## src/rtl/kbd_scan_ctrl_if.sv

```systemverilog
// kbd_scan_ctrl_if: scan-byte input strobe and display-path outputs of kbd_scan_ctrl.
`default_nettype none

interface kbd_scan_ctrl_if #(
  parameter int CNT_W = 8
);
  logic             in_valid;
  logic [7:0]       in_data;
  logic             key_valid;
  logic [7:0]       key_code;
  logic             key_ext;
  logic             capital;
  logic             shift;
  logic             press_pulse;
  logic [CNT_W-1:0] press_cnt;
  logic             err_pulse;

  // Controller side
  modport slave (
    input  in_valid, in_data,
    output key_valid, key_code, key_ext, capital, shift,
           press_pulse, press_cnt, err_pulse
  );

  // Byte source / display side
  modport master (
    output in_valid, in_data,
    input  key_valid, key_code, key_ext, capital, shift,
           press_pulse, press_cnt, err_pulse
  );
endinterface

`default_nettype wire

```

## src/rtl/kbd_scan_ctrl.sv

```systemverilog
// kbd_scan_ctrl: decodes PS/2 E0/F0 prefixes, tracks shift/caps-lock and the held key.
// Revision: 1.0
`default_nettype none

module kbd_scan_ctrl #(
  parameter int PREFIX_TIMEOUT = 50000,
  parameter int CNT_W          = 8
) (
  input  wire              clk,
  input  wire              rst,
  kbd_scan_ctrl_if.slave   bus
);
  localparam int C_TMO_W = (PREFIX_TIMEOUT > 1) ? $clog2(PREFIX_TIMEOUT) : 1;
  localparam logic [C_TMO_W-1:0] C_TMO_LAST = C_TMO_W'(PREFIX_TIMEOUT - 1);
  localparam logic [7:0] C_PFX_EXT = 8'hE0;
  localparam logic [7:0] C_PFX_BRK = 8'hF0;
  localparam logic [7:0] C_LSHIFT  = 8'h12;
  localparam logic [7:0] C_RSHIFT  = 8'h59;
  localparam logic [7:0] C_CAPS    = 8'h58;

  typedef enum logic [1:0] {S_WAIT, S_E0, S_F0, S_E0F0} state_t;

  state_t             r_state;
  logic [C_TMO_W-1:0] r_tmo;
  logic               r_lshift, r_rshift, r_caps_held, r_capital;
  logic               r_key_valid, r_key_ext, r_press_pulse, r_err_pulse;
  logic [7:0]         r_key_code;
  logic [CNT_W-1:0]   r_press_cnt;

  logic w_err_byte, w_ext, w_brk, w_modifier, w_same_key;

  assign w_err_byte = (bus.in_data == 8'h00) || (bus.in_data == 8'hFF);
  assign w_ext      = (r_state == S_E0) || (r_state == S_E0F0);
  assign w_brk      = (r_state == S_F0) || (r_state == S_E0F0);
  // Shift codes are modifiers in both forms: extended ones are fake shifts and ignored.
  assign w_modifier = (bus.in_data == C_LSHIFT) || (bus.in_data == C_RSHIFT) ||
                      (!w_ext && bus.in_data == C_CAPS);
  assign w_same_key = r_key_valid && (bus.in_data == r_key_code) && (w_ext == r_key_ext);

  always_ff @(posedge clk) begin
    if (rst) begin
      r_state       <= S_WAIT;
      r_tmo         <= '0;
      r_lshift      <= 1'b0;
      r_rshift      <= 1'b0;
      r_caps_held   <= 1'b0;
      r_capital     <= 1'b0;
      r_key_valid   <= 1'b0;
      r_key_ext     <= 1'b0;
      r_key_code    <= 8'h00;
      r_press_pulse <= 1'b0;
      r_press_cnt   <= '0;
      r_err_pulse   <= 1'b0;
    end else begin
      r_press_pulse <= 1'b0;
      r_err_pulse   <= 1'b0;
      if (bus.in_valid) begin
        r_tmo <= '0;
        if (w_err_byte) begin
          r_state     <= S_WAIT;
          r_err_pulse <= 1'b1;
        end else if (bus.in_data == C_PFX_EXT) begin
          r_state <= S_E0;
        end else if (bus.in_data == C_PFX_BRK) begin
          r_state <= w_ext ? S_E0F0 : S_F0;
        end else begin
          r_state <= S_WAIT;
          if (!w_brk) begin
            if (w_modifier) begin
              if (!w_ext) begin
                if (bus.in_data == C_LSHIFT) r_lshift <= 1'b1;
                if (bus.in_data == C_RSHIFT) r_rshift <= 1'b1;
                if (bus.in_data == C_CAPS && !r_caps_held) begin
                  r_capital   <= ~r_capital;
                  r_caps_held <= 1'b1;
                end
              end
            end else if (!w_same_key) begin
              r_key_code    <= bus.in_data;
              r_key_ext     <= w_ext;
              r_key_valid   <= 1'b1;
              r_press_pulse <= 1'b1;
              r_press_cnt   <= r_press_cnt + 1'b1;
            end
          end else begin
            if (!w_ext && bus.in_data == C_LSHIFT)     r_lshift    <= 1'b0;
            else if (!w_ext && bus.in_data == C_RSHIFT) r_rshift    <= 1'b0;
            else if (!w_ext && bus.in_data == C_CAPS)   r_caps_held <= 1'b0;
            else if (w_same_key)                        r_key_valid <= 1'b0;
          end
        end
      end else if (r_state != S_WAIT) begin
        // A prefix left dangling too long is dropped so the next byte starts fresh.
        if (r_tmo == C_TMO_LAST) begin
          r_state     <= S_WAIT;
          r_err_pulse <= 1'b1;
          r_tmo       <= '0;
        end else begin
          r_tmo <= r_tmo + 1'b1;
        end
      end else begin
        r_tmo <= '0;
      end
    end
  end

  assign bus.key_valid   = r_key_valid;
  assign bus.key_code    = r_key_code;
  assign bus.key_ext     = r_key_ext;
  assign bus.capital     = r_capital;
  assign bus.shift       = r_lshift | r_rshift;
  assign bus.press_pulse = r_press_pulse;
  assign bus.press_cnt   = r_press_cnt;
  assign bus.err_pulse   = r_err_pulse;

endmodule

`default_nettype wire

```

## src/flat_wrapper.sv

```systemverilog
// flat-port wrapper written by rule: the top's interface ports become plain ports
module kbd_scan_ctrl_flat 
#(
  parameter int PREFIX_TIMEOUT = 50000,
  parameter int CNT_W          = 8
)
  (clk, rst, bus_in_valid, bus_in_data, bus_key_valid, bus_key_code, bus_key_ext, bus_capital, bus_shift, bus_press_pulse, bus_press_cnt, bus_err_pulse);
  kbd_scan_ctrl_if #(.CNT_W(CNT_W)) bus_i ();
  input  wire clk;
  input  wire rst;
  input wire logic [$bits(bus_i.in_valid)-1:0] bus_in_valid;
  input wire logic [$bits(bus_i.in_data)-1:0] bus_in_data;
  output wire logic [$bits(bus_i.key_valid)-1:0] bus_key_valid;
  output wire logic [$bits(bus_i.key_code)-1:0] bus_key_code;
  output wire logic [$bits(bus_i.key_ext)-1:0] bus_key_ext;
  output wire logic [$bits(bus_i.capital)-1:0] bus_capital;
  output wire logic [$bits(bus_i.shift)-1:0] bus_shift;
  output wire logic [$bits(bus_i.press_pulse)-1:0] bus_press_pulse;
  output wire logic [$bits(bus_i.press_cnt)-1:0] bus_press_cnt;
  output wire logic [$bits(bus_i.err_pulse)-1:0] bus_err_pulse;
  assign bus_i.in_valid = bus_in_valid;
  assign bus_i.in_data = bus_in_data;
  assign bus_key_valid = bus_i.key_valid;
  assign bus_key_code = bus_i.key_code;
  assign bus_key_ext = bus_i.key_ext;
  assign bus_capital = bus_i.capital;
  assign bus_shift = bus_i.shift;
  assign bus_press_pulse = bus_i.press_pulse;
  assign bus_press_cnt = bus_i.press_cnt;
  assign bus_err_pulse = bus_i.err_pulse;
  kbd_scan_ctrl #(.PREFIX_TIMEOUT(PREFIX_TIMEOUT), .CNT_W(CNT_W)) u_core (.clk(clk), .rst(rst), .bus(bus_i));
endmodule
```

## config.mk

```make
export PLATFORM = sky130hd
export DESIGN_NAME = kbd_scan_ctrl_flat
export DESIGN_NICKNAME = d
export VERILOG_FILES = /design/src/rtl/kbd_scan_ctrl_if.sv /design/src/rtl/kbd_scan_ctrl.sv /design/src/flat_wrapper.sv
export SDC_FILE = /design/constraint.sdc
export NUM_CORES = 1
export LEC_CHECK = 0
export CORE_MARGIN = 5
export CORE_UTILIZATION = 55
export CTS_BUF_LIST = sky130_fd_sc_hd__clkbuf_4 sky130_fd_sc_hd__clkbuf_8
export DETAILED_ROUTE_END_ITERATION = 16
export GPL_ROUTABILITY_DRIVEN = 0
export GPL_TIMING_DRIVEN = 0
export PLACE_DENSITY = 0.81
export SYNTH_ARGS = -nofsm -noshare
export SYNTH_HDL_FRONTEND = slang
export SYNTH_SLANG_ARGS = --single-unit
```

## constraint.sdc

```tcl
create_clock -name clk -period 2.2 [get_ports clk]
set_input_delay 0.44 -clock clk [delete_from_list [all_inputs] [get_ports clk]]
set_output_delay 0.44 -clock clk [all_outputs]
set_load 0.01 [all_outputs]
```

After elaboration in Yosys (flattened, before gate mapping)
Cells that the tools add are included.
W data, S select, Z words.
{"block": "totals", "ff_bits": 42, "latch_bits": 0, "ram_bits": 0, "romBits": 0, "input_bits": 11, "output_inout_bits": 22, "wordCells": 114, "mem_count": 0}
{"block": "op_classes", "add_sub_neg": 2, "n_mul": 0, "div_mod_pow": 0, "magnitude_cmp": 0, "n_eq_ne": 22, "shift": 0, "n_mux": 37, "n_bitwise": 11, "reduce_logical": 30}
{"op": "$mux W1", "count": 31}
{"op": "$eq A8 B8 Y1 const B", "count": 3}
{"op": "$reduce_and A10 Y1", "count": 2}
{"op": "$add A16 B1 Y16 const B", "count": 1}
{"op": "$eq A16 B16 Y1 const B", "count": 1}
{"op": "$eq A8 B7 Y1 const B", "count": 2}
{"op": "$ne A2 B2 Y1 const B", "count": 8}
{"op": "$reduce_and A8 Y1", "count": 2}
{"op": "$reduce_bool A2 Y1", "count": 7}
{"op": "$mux W2", "count": 6}
{"op": "$not A1 Y1", "count": 10}
{"op": "$reduce_and A9 Y1", "count": 1}
{"op": "$add A8 B1 Y8 const B", "count": 1}
{"op": "$eq A8 B5 Y1 const B", "count": 1}
{"op": "$eq A8 B8 Y1", "count": 1}
{"op": "$logic_not A8 Y1", "count": 1}
{"op": "$reduce_and A7 Y1", "count": 1}
{"op": "$reduce_or A7 Y1", "count": 1}
{"op": "$logic_and A1 B1 Y1", "count": 6}
{"op": "$logic_or A1 B1 Y1", "count": 5}
{"op": "$eq A2 B2 Y1 const B", "count": 2}
{"op": "$ne A2 B1 Y1 const B", "count": 2}
{"op": "$reduce_or A4 Y1", "count": 1}
{"op": "$eq A2 B1 Y1 const B", "count": 1}
{"op": "other kinds (4)", "count": 5}

Depth between registers and ports, before layout
Gate-level depths: netlist of run 1.
{"block": "depth", "depth_word": 9, "ltp_mapped": 8, "depth_no_buf": 6}

Worst setup path before layout of run 1
No wires, ideal clock.
{"block": "synth_path", "kind": "input-to-reg", "startpoint": "in bus_in_data[3]", "endpoint": "reg u_core.r_press_cnt[6], in the netlist u_core.bus.press_cnt[6]", "setup_ns": 0.123, "arrival_time_ns": 1.941, "required_ns": 2.077, "setup_slack_ns": 0.136, "cell_stages": 6, "path_buffers": 1, "cell_sequence": "buf_6 -> and4_4 -> a211oi_2 -> o22ai_2 -> nor4b_1 -> mux2_1"}
{"block": "synth_between", "elab_chain_len": 5, "word_cells_on_any_way": 20, "cone_classes": "7 x eq/ne; 5 x bitwise; 8 x reduce/logical"}
{"element": "from (decl)", "line_no": "flat_wrapper.sv:12", "text": "input wire logic [$bits(bus_i.in_data)-1:0] bus_in_data;"}
{"element": "$eq A8 B5 Y1, or another cell as far along", "line_no": "kbd_scan_ctrl.sv:36", "text": "assign w_modifier = (bus.in_data == C_LSHIFT) || (bus.in_data == C_RSHIFT) ||"}
{"element": "$logic_or A1 B1 Y1, or another cell as far along", "line_no": "kbd_scan_ctrl.sv:36"}
{"element": "$logic_or A1 B1 Y1 / $logic_and A1 B1 Y1 (equally long branches)", "line_no": "kbd_scan_ctrl.sv:36, kbd_scan_ctrl.sv:38"}
{"element": "$not A1 Y1 (no source line)"}
{"element": "$reduce_and A7 Y1 (no source line) (*)"}
{"element": "to (signal assigned)", "line_no": "kbd_scan_ctrl.sv:83", "text": "r_press_cnt <= r_press_cnt + 1'b1;"}
{"element": "to (decl)", "line_no": "kbd_scan_ctrl.sv:28", "text": "logic [CNT_W-1:0] r_press_cnt;"}
Every way passes the cells marked *; elsewhere a longest branch is shown, timed or not.
A chain may end at the register's enable or synchronous reset.

Worst setup path in the final report of run 1
{"block": "layout_path", "startpoint": "in bus_in_valid", "endpoint": "reg u_core.r_press_cnt[3], in the netlist u_core.bus.press_cnt[3]"}
{"block": "layout_between", "elab_chain_len": 1}
{"element": "from (decl)", "line_no": "flat_wrapper.sv:11", "text": "input wire logic [$bits(bus_i.in_valid)-1:0] bus_in_valid;"}
{"element": "$reduce_and A7 Y1 (no source line)"}
No other way between the ends.

==> results of run 1 <==
-- logic make-up (layout without fill, tap and decap cells) --
logic type / Yosys count / in the layout / synth area share (%)
AOI/OAI and AO/OA: 43 / 43 / 12.9
xor gates and xnor gates: 24 / 24 / 9.99
adders and majority gates: 2 / 2 / 1.19
buffers and inverters: 20 / 58 / 5.05
DFF: 42 / 42 / 40.0
muxes: 7 / 7 / 3.57
and+or+nand+nor: 108 / 108 / 27.3
-- what timing repair did --
item,in CTS,in global routing
hold endpoints to repair,0,0
resized for setup,15,6
hold buffers,0,0
setup buffers,3,1
pin swaps,3,1
endpoints found under the setup margin,18,27
-- per-stage QoR --
step                std cells  setup TNS (ps)  power, W
detailed placement        322           -9910  0.000994
finish                    332               0   0.00147
global route              332               0   0.00154
CTS                       332               0   0.00147
floorplan                 246               0  0.000916
global placement          322           -9390  0.000991
-- synthesized netlist by cell type, types with 3 or more instances --
cell / instances
a211oi_2: 3
clkbuf_1: 6
nor4_1: 4
xnor2_1: 17
a21oi_1: 16
inv_1: 5
nor3_1: 3
mux2_2: 3
nor2_1: 36
nor2b_1: 4
mux2i_1: 3
nand2_1: 9
and3_1: 4
nand4_1: 6
xor2_1: 7
nand3_1: 22
buf_2: 3
or4_1: 4
dfxtp_1: 42
o21ai_0: 12
buf_6: 3
-- routing by layer --
layer | global-route usage, % | share of wire (%)
met5 | 0 | 0
met4 | 7.10 | 1.5
met3 | 5.47 | 7.2
met2 | 33.5 | 48
met1 | 25.2 | 43
-- path summary, 6_finish.rpt --
| path | slack (ps) | cells past startpoint | endpoint |
|---|---|---|---|
| max | 120 | 7 | u_core.bus.press_cnt[3] |
| min | 420 | 3 | u_core.bus.key_code[6] |
| max reg2reg | 210 | 5 | u_core.r_tmo[13] |
| min reg2reg | 470 | 1 | u_core.r_tmo[0] |
-- critical path, delay by kind of cell --
| kind | cells | cell delay [ps] |
|---|---|---|
| buffers and inverters | 3 | 790 |
| AO/OA/AOI/OAI | 3 | 600 |
| AND/OR/NAND/NOR | 1 | 460 |
-- flip-flops by register name, indices dropped and copies added, names as in the netlist --
register                cells
u_core.bus.capital          1
u_core.bus.err_pulse        1
u_core.bus.key_code         8
u_core.bus.key_ext          1
u_core.bus.key_valid        1
u_core.bus.press_cnt        8
u_core.bus.press_pulse      1
u_core.r_caps_held          1
u_core.r_lshift             1
u_core.r_rshift             1
u_core.r_state              2
u_core.r_tmo               16
-- layout make-up --
class                   count  area [sq um]  area share [%]
multi-input cells         184          1230            46.7
plain buffers              14          95.1            3.62
inverters                   5          18.8           0.715
well taps                  48          60.1            2.29
clock buffers               5          68.8            2.62
repair buffers             32           305            11.6
clock inverters             2          10.0           0.381
flip-flops and latches     42           841            32.0
-- power by group through the flow --
stage	Sequential [W]	Combinational (W)	Clock, W
final	0.000798	0.000204	0.000473
after detailed placement	0.000815	0.000178	0
after global routing	0.000802	0.000220	0.000513
after floorplan	0.000821	0.0000950	0
after CTS	0.000798	0.000199	0.000474
after global placement	0.000815	0.000176	0
==> key figures, run 1 <==
Status
  • Status: completed

STA
  • PnR worst setup slack: 123 ps
  • Fin Hold WS: 420 ps
  • Final hold vios: 0
  • Setup violators final: 0
  • Skew final: 7.53 ps
  • Final min period: 2080 ps
  • Normalized max-slew margin: 63.9%
  • RSZ-0062 raised after global routing: no
  • Least-Margin Pin Slew: 542 ps
  • F_max: roughly 0.48 GHz
  • Ratio of final minimum period to clock period: around 94%
  • Slew Limit Fails: 0

Routing
  • Final ANT Viol Nets: 0
  • Wire per inst: 15.2 um
  • DRT Pass-1 Iters: 4
  • Initial DRC count: 156
  • # DRC: 0
  • Via count: 1,933
  • Post-Route WL: just over 5 mm
  • Vias per inst: 5.82

Synth
  • FF+latch count, synth: 42
  • Syn_area_per_cell: roughly 8.6 sq um
  • Mapped Nets: 259
  • Primary FF master, synth: dfxtp_1
  • FFs w/ async S/R, synth: 0%
  • Post-Synthesis Cells: 246
  • Number of synthesized flops with an enable pin: 0
  • Synth area leader: dfxtp_1
  • Yosys warning count: 0
  • Area share of the largest cell type after synthesis: 40.0%
  • Post-synthesis cell area: 0.00210 sq mm
  • Seq/Total Area, Yosys: between 30% and 40%
  • Main area contributors after synthesis: dfxtp_1, xnor2_1, nor2_1, nand3_1, a21oi_1
  • Unique masters post-synth: between 40 and 50

Worst hold path
  • Hold Crit Start: bus_in_data[6]
  • HP Class: input port to flip-flop

Layout
  • ANT cells: 0
  • Layout Utilization: 71.2%
  • Area added between synthesis and finish: 24.7%
  • Most common cell after layout, fill and taps aside: dfxtp_1
  • Fillers: between 300 and 400
  • Nets: 297
  • Layout cells sized above 1: 13.7%
  • Final Cell Area: roughly 0.0026 sq mm
  • Commonest cells after routing, fill and taps aside: dfxtp_1, nor2_1, clkdlybuf4s50_1

Critical path
  • Endpoint class of the critical path: flip-flop
  • RR Startpoint: u_core.r_tmo[5]
  • Worst Setup SP: bus_in_valid
  • Crit start category: input port
  • Worst-path cell chain: clkdlybuf4s50_1 > inv_1 > a211oi_4 > o22ai_4 > buf_4 > or4_1 > a21oi_1
  • CP peak stage delay: 500 ps
  • Path type of the worst setup path: input port to flip-flop
  • CP arrival: roughly 2300 ps
  • Worst EP required: approximately 2400 ps
  • Worst path slowest cell: clkdlybuf4s50_1
  • Critical path peak fanout: 6

Global route
  • Total GRT Usage: 20.2%
  • Vias in the first global route: 1,765
  • Initial antenna violation count: 0
  • Largest net degree at the start of global routing: 13
  • Grt total ovfl: 0
  • First-pass GRT wire length: 8.40 mm

Power and ir drop
  • Switch share: 26.0%
  • IR drop worst, VDD: roughly 0.39 mV
  • Sw power: between 0.0003 and 0.0004 W
  • P_int: 0.00109 W
  • P per Cell Area: 562 mW/mm^2
  • Clk network pwr share: 32.1%
  • Leak: 0.925 nW
  • Reg power frac: between 50% and 60%
  • Comb power frac: 13.8%

Die
  • Core box area: about 0.0037 sq mm
  • Row cnt: 22
  • # IOs: 33
  • Die H: between 70 and 80 um
  • Initial Util: 57.1%
  • DIE WIDTH: 71.9 um
  • Full die area: 0.00516 sq mm

Clocking
  • CTS max path bufs: 2
  • CTS tree: yes
  • Clk sink count: 42
  • Worst-Skew Late Latency: 300 ps
  • H-tree levels: 2
  • Num CTS Buffers: 5
  • Clk pin slew, worst setup/hold paths: 80 ps
  • Root Driver: clkbuf_8

Place
  • Post-Place Cell Area: 0.00244 sq mm
  • Detailed placement HPWL: 3.37 mm
  • Worst slack, placed: -597 ps
  • # port buffers: 28

Job
  • Max-cap violation count: 0
(Power assumes the default switching activity.)
==> run 2: changes to the inputs <==
--- a/config.mk
+++ b/config.mk
@@ -11,7 +11,9 @@
 export DETAILED_ROUTE_END_ITERATION = 16
 export GPL_ROUTABILITY_DRIVEN = 0
 export GPL_TIMING_DRIVEN = 0
+export HOLD_SLACK_MARGIN = 0.05
 export PLACE_DENSITY = 0.81
+export SLEW_MARGIN = 25
 export SYNTH_ARGS = -nofsm -noshare
 export SYNTH_HDL_FRONTEND = slang
 export SYNTH_SLANG_ARGS = --single-unit
==> results of run 2 <==
Same layout as run 1: the final DEF is identical, and so are final timing and power.
